$ cat src/rtl/bootram_arbiter.sv
// Two-port read arbiter for the boot RAM: instruction fetch (port 0) and data load (port 1).
// Grants are combinational; one response is tracked and held stable until its owner accepts it.
module bootram_arbiter #(
  parameter int unsigned MEM_BYTES = 512,
  parameter bit          FIX_PRIO  = 1'b0
) (
  input  logic        clk,
  input  logic        rst_n,
  input  logic        p0_req,
  input  logic [31:0] p0_addr,
  output logic        p0_gnt,
  output logic        p0_rvalid,
  output logic [31:0] p0_rdata,
  output logic        p0_rerr,
  input  logic        p0_rready,
  input  logic        p1_req,
  input  logic [31:0] p1_addr,
  output logic        p1_gnt,
  output logic        p1_rvalid,
  output logic [31:0] p1_rdata,
  output logic        p1_rerr,
  input  logic        p1_rready,
  output logic [31:0] mem_addr,
  input  logic [31:0] mem_rd_data
);

  localparam logic [31:0] MEM_LIMIT = 32'(MEM_BYTES);

  logic        pending;
  logic        owner;
  logic        last_winner;
  logic [31:0] last_addr;
  logic        last_err;

  logic        owner_rready;
  logic        accept;
  logic        can_issue;
  logic        grant;
  logic        winner;
  logic [31:0] win_addr;
  logic        win_err;

  assign owner_rready = owner ? p1_rready : p0_rready;
  assign accept       = pending & owner_rready;
  assign can_issue    = ~pending | accept;

  // NOTE: every signal driven here gets a default first so no latch is inferred.
  always_comb begin
    grant  = 1'b0;
    winner = 1'b0;
    // Grants are masked while reset is asserted so mem_addr falls back to the cleared last_addr.
    if (rst_n && can_issue) begin
      if (p0_req && p1_req) begin
        grant  = 1'b1;
        winner = FIX_PRIO ? 1'b0 : ~last_winner;
      end else if (p0_req) begin
        grant  = 1'b1;
        winner = 1'b0;
      end else if (p1_req) begin
        grant  = 1'b1;
        winner = 1'b1;
      end
    end
  end

  assign win_addr = winner ? p1_addr : p0_addr;
  assign win_err  = (win_addr[1:0] != 2'b00) | (win_addr >= MEM_LIMIT);

  assign p0_gnt   = grant & ~winner;
  assign p1_gnt   = grant & winner;
  // Re-presenting last_addr keeps the RAM's registered address, and thus its data, frozen in a stall.
  assign mem_addr = grant ? win_addr : last_addr;

  assign p0_rvalid = pending & ~owner;
  assign p1_rvalid = pending & owner;
  assign p0_rerr   = p0_rvalid & last_err;
  assign p1_rerr   = p1_rvalid & last_err;
  assign p0_rdata  = (p0_rvalid && !last_err) ? mem_rd_data : 32'h0;
  assign p1_rdata  = (p1_rvalid && !last_err) ? mem_rd_data : 32'h0;

  // NOTE: state registers use non-blocking assignments so all updates see pre-edge values.
  always_ff @(posedge clk or negedge rst_n) begin
    if (!rst_n) begin
      pending     <= 1'b0;
      owner       <= 1'b0;
      last_winner <= 1'b1;
      last_addr   <= 32'h0;
      last_err    <= 1'b0;
    end else if (grant) begin
      pending     <= 1'b1;
      owner       <= winner;
      last_winner <= winner;
      last_addr   <= win_addr;
      last_err    <= win_err;
    end else if (accept) begin
      pending     <= 1'b0;
    end
  end

endmodule

$ cat config.mk
export PLATFORM = sky130hd
export DESIGN_NAME = bootram_arbiter
export DESIGN_NICKNAME = d
export VERILOG_FILES = /design/src/rtl/bootram_arbiter.sv
export SDC_FILE = /design/constraint.sdc
export NUM_CORES = 1
export LEC_CHECK = 0
export CORE_UTILIZATION = 30
export CTS_CLUSTER_DIAMETER = 120
export CTS_CLUSTER_SIZE = 12
export DETAILED_ROUTE_END_ITERATION = 10
export PLACE_DENSITY = 0.9
export SETUP_SLACK_MARGIN = 0.5
export SLEW_MARGIN = 15
export SYNTH_ARGS = -nofsm -noshare
export SYNTH_HDL_FRONTEND = slang
export SYNTH_SLANG_ARGS = --single-unit
export TNS_END_PERCENT = 30
$ cat constraint.sdc
create_clock -name clk -period 3.6 [get_ports clk]
set_input_delay 1.08 -clock clk [delete_from_list [all_inputs] [get_ports clk]]
set_output_delay 1.08 -clock clk [all_outputs]
set_load 0.01 [all_outputs]
# Word-level counts from Yosys, hierarchy flattened
# Cells that the tools add are included.
# W data, S select, Z words.
word_totals:
  in_bits: 102
  wordCells: 40
  output_inout_bits: 102
  regBits: 36
classes:
  n_reduce_logical: 7
  n_lt_le_gt_ge: 1
  bitwise: 13
  mux: 14
op_table:
  columns: ["operator", "count"]
  rows:
  - ["$mux W32", 4]
  - ["$ge A32 B10 Y1 const B", 1]
  - ["$mux W1", 10]
  - ["$and A1 B1 Y1", 7]
  - ["$logic_and A1 B1 Y1", 4]
  - ["$not A1 Y1", 4]
  - ["$reduce_bool A2 Y1", 2]
  - ["$or A1 B1 Y1", 2]
  - ["$logic_not A1 Y1", 1]

# Longest topological paths before layout
depth:
  word_depth: 8
  mapped_depth: 6
  depth_no_buf: 5

# Worst setup path after synthesis
# No wires, ideal clock.
synth_path:
  kind: "input to output"
  from: "in p0_rready"
  to: "out mem_addr[13]"
  setup_slack_ns: 0.350
  arrival_ns: 2.170
  path_buffers: 2
  t_required_ns: 2.520
  cell_stages: 6
  cell_sequence: "mux2_4 -> o211ai_2 -> buf_4 -> buf_4 -> nand2_1 -> a31oi_1"
synth_between:
  elab_chain_cells: 7
  elab_cells_between_ends: 8
  classes_between: "mux: 5; bitwise: 2; reduce/logical: 1"
synth_rtl:
  columns: ["item", "line", "rtl"]
  rows:
  - ["start, declared", "15", "input logic p0_rready,"]
  - ["$mux W1 (*)", "43", "assign owner_rready = owner ? p1_rready : p0_rready;"]
  - ["$and A1 B1 Y1 (*)", "44", "assign accept = pending & owner_rready;"]
  - ["$or A1 B1 Y1 (*)", "45", "assign can_issue = ~pending | accept;"]
  - ["$logic_and A1 B1 Y1 (*)", "52", "if (rst_n && can_issue) begin"]
  - ["$mux W1", "52", null]
  - ["$mux W32", "66", "assign win_addr = winner ? p1_addr : p0_addr;"]
  - ["$mux W32 (*)", null, null]
  - ["end, declared", "23", "output logic [31:0] mem_addr,"]
# Every way passes the cells marked *; elsewhere a longest branch is shown, timed or not.

# Final worst setup path
# Same ends and word-level chain as after synthesis.

==> metrics <==
ratio of final minimum period to clock period 0.9938; RSZ-0062 raised after global routing true; Total Negative Setup Slacks 0 ns; cell count after synthesis 276; wire length of the first global-routing pass 16140 um; maximum clock insertion buffer count 2; GRT Util Overall 0.2798; final setup vio count 0; Hold Buf Count CTS 0; area grow syn2layout 155.9%; number of diodes 0; total DRC errors in the routed layout 0; count of synthesis-stage warnings from yosys 0; total iterations of the first detailed-routing run 4; share of the core filled with cells in the final layout 0.8142; met3 wirelength from detailed routing 862 um; compound-cell area share of the yosys netlist 0.1314; WL per Instance 19.54 um; clock tree from TritonCTS yes; clock period minus worst slack 3.578 ns; worst supply voltage drop on vdd 257.8 uV; Sinks on Clock Net 36; xor-xnor portion of the synthesized cell area 0; result of the run finished clean; Seq cells post-synth 36; crit path DAT 2.50 ns; total via count after detailed routing 3110; family of cells with the greatest summed delay on the critical path buffers and inverters; startpoint types primary input; Lkg Pwr 3.469 nW; pin count of the biggest net entering global routing 37; clock latency on the worst-skew pair 0.29 ns; top fanout value on the critical path 11; Synth area leaders dfrtp_1 (40%), and2_1 (9.1%), and3_1 (9.1%), nand2_1 (8.7%), a31oi_1 (7.1%); Max Clock Freq 279.5 MHz; Top-Level Pins 204; ratio of cells with drive above 1 in the final layout 0.3314; worst clock skew 0.009235 ns; Clock Pin Slew Worst Setup and Hold Paths 0.06 ns; min-delay worst type reg2reg; area of the placeable core 0.006944 sq mm; register area share after synthesis 0.4083; uppermost metal layer occupied by signal nets met4; post-detailed-placement half-perimeter wirelength 7508 um; via count of the first global-routing pass 3153; vias per std cell 5.132; Final GP Congestion 0.8547; final count of hold timing violations 0; most area-hungry cell type in the Yosys netlist dfrtp_1; area share of the largest cell type after synthesis 0.3964; clock root buffer clkbuf_8; grt ovf 0; Die Ht 87.82 um; chip width 87.82 um; worst path cell trace buf_6 > mux2_4 > o211ai_4 > inv_4 > bufbuf_16 > nand2_1 > a31oi_4 > buf_2; Worst Hold Margin 0.4974 ns; final layout net count 612; critical-path cell with the highest stage delay bufbuf_16; pin slew with the least headroom to its limit 0.4879 ns; final routed wirelength across all metal layers 11840 um; multiplexer share of the synthesized area 0.006795; Max-slew headroom 0.6717; Max Transition Viols Final 0; Buf+Inv Stages, Crit Path 4; number of distinct standard cells referenced by the synthesized netlist 26; Inserted Clock Buffers 5; post-synth design cell area 0.002210 sq mm; num rows 30; initial cell density of the core 0.3182; H-tree level count 2; antenna viol nets, final 0; First DRT Iteration DRCs 89; Max Cap Violations 0; PwrDens 372.9 mW/mm^2; antenna violations before repair 0; data required time at the worst endpoint 2.52 ns; CP Class in2out; endpoint class of the critical path output pin; length of routed met2 wiring 6516 um; post-synthesis adder-cell area fraction 0; syn_nets 378; dominant combinational cell family by area after synthesis simple AND/OR/NAND/NOR gates; largest incremental delay on the critical path 0.30 ns; full die area 0.007712 sq mm; Simple-Gate Fraction of Synth Area 0.3884; Post-Route M1 WL 4158 um; average instance area after synthesis 8.006 sq um; buffers added on ports 203
[cells in the mapped netlist]
cell type	count
and2_1	32
nand4_1	2
a31oi_1	25
inv_1	4
clkbuf_1	9
inv_2	2
dfstp_2	1
buf_6	2
o21ba_2	1
nand3_1	2
nor2_1	30
mux2_4	1
nor2b_1	7
buf_4	6
dfrtp_1	35
a21boi_0	1
nor3_1	5
o21ai_1	3
nor4_1	10
and3_1	32
a221o_1	7
o21ai_0	2
buf_2	4
o221ai_1	1
nand2_1	51
o211ai_2	1
[cell usage in the layout (no fill, tap or decap), drive strengths merged]
master          n
clkinvlp        1
o21ai           5
nor3            5
bufbuf          2
and2           32
nor2           30
nor4           10
a221o           7
inv             5
clkdlybuf4s50  98
o211ai          1
clkinv          1
a21boi          1
nand2          51
nand3           2
mux2            1
a31oi          25
dfstp           1
dfrtp          35
nor2b           7
clkbuf         10
o221ai          1
nand4           2
and3           32
clkdlybuf4s15   1
buf            77
dlymetal6s2s   66
o21ba           1
[final cells by class]
type	count	area, sq um
Timing Repair Buffer	248	2756
Multi-Input combinational cell	213	1767
Fill cell	405	1290
Sequential cell	36	902.1
Tap cell	96	120.1
Clock buffer	6	72.57
Inverter	6	31.28
Clock inverter	1	5.005
[stage by stage]
stage | cells | cell area [sq um] | total power, mW | setup slack (ns)
CTS | 601 | 5207 | 2.006 | 0.02743
finish | 606 | 5654 | 2.108 | 0.02229
global placement | 577 | 4846 | 1.654 | -0.6576
floorplan | 276 | 2603 | 1.091 | 0.4019
detailed placement | 577 | 4846 | 1.679 | -0.7190
global route | 606 | 5654 | 2.211 | -0.02546
[sequential cells by signal, summed over array words and instances, names as in the netlist]
name and count:
last_winner 1, last_addr 32, last_err 1, pending 1, owner 1
[worst min-delay path: cells and delay by family (launching register included)]
kind	cells	cell delay, ns
AOI/OAI and AO/OA	1	0.06
buffers and inverters	1	0.05
DFF	1	0.38
[cell families (layout without fill, tap and decap cells)]
group / after synthesis / in the layout
flops: 36 / 36
mux: 1 / 1
simple gates: 171 / 171
compound gates: 41 / 41
buf+inv: 27 / 261
[what timing repair did]
action | 4_1_cts | 5_1_grt
endpoints found under the setup margin | 98 | 100
pin swaps | 14 | 26
setup buffers | 10 | 3
gates cloned | 7 | 2
resized for setup | 186 | 121
[power by group]
group / total, mW / leakage [nW] / internal (mW) / switching, mW
registers: 0.564 / 0.405 / 0.513 / 0.0504
logic: 1.27 / 3.02 / 0.685 / 0.586
clock network: 0.274 / 0.0410 / 0.132 / 0.143
total: 2.11 / 3.47 / 1.33 / 0.779
[final timing paths]
path | startpoint | endpoint | slack [ns] | depth (start not counted)
hold reg to reg | last_winner | last_winner | 0.50 | 2
hold / removal | last_winner | last_winner | 0.50 | 2
setup / recovery | p0_rready | mem_addr[13] | 0.02 | 8
max in group asynchronous | rst_n | last_winner | 2.24 | 3
min in group asynchronous | rst_n | last_addr[6] | 1.01 | 3
setup reg to reg | owner | last_addr[30] | 1.67 | 8
[layer usage]
metal  global-route usage  vias up
met5                    0        -
met4               0.1148        0
met3              0.05749       24
met2               0.5349      159
met1               0.2960     1490
li1                     -     1437
Note: power is estimated with default switching activity, not from simulation.
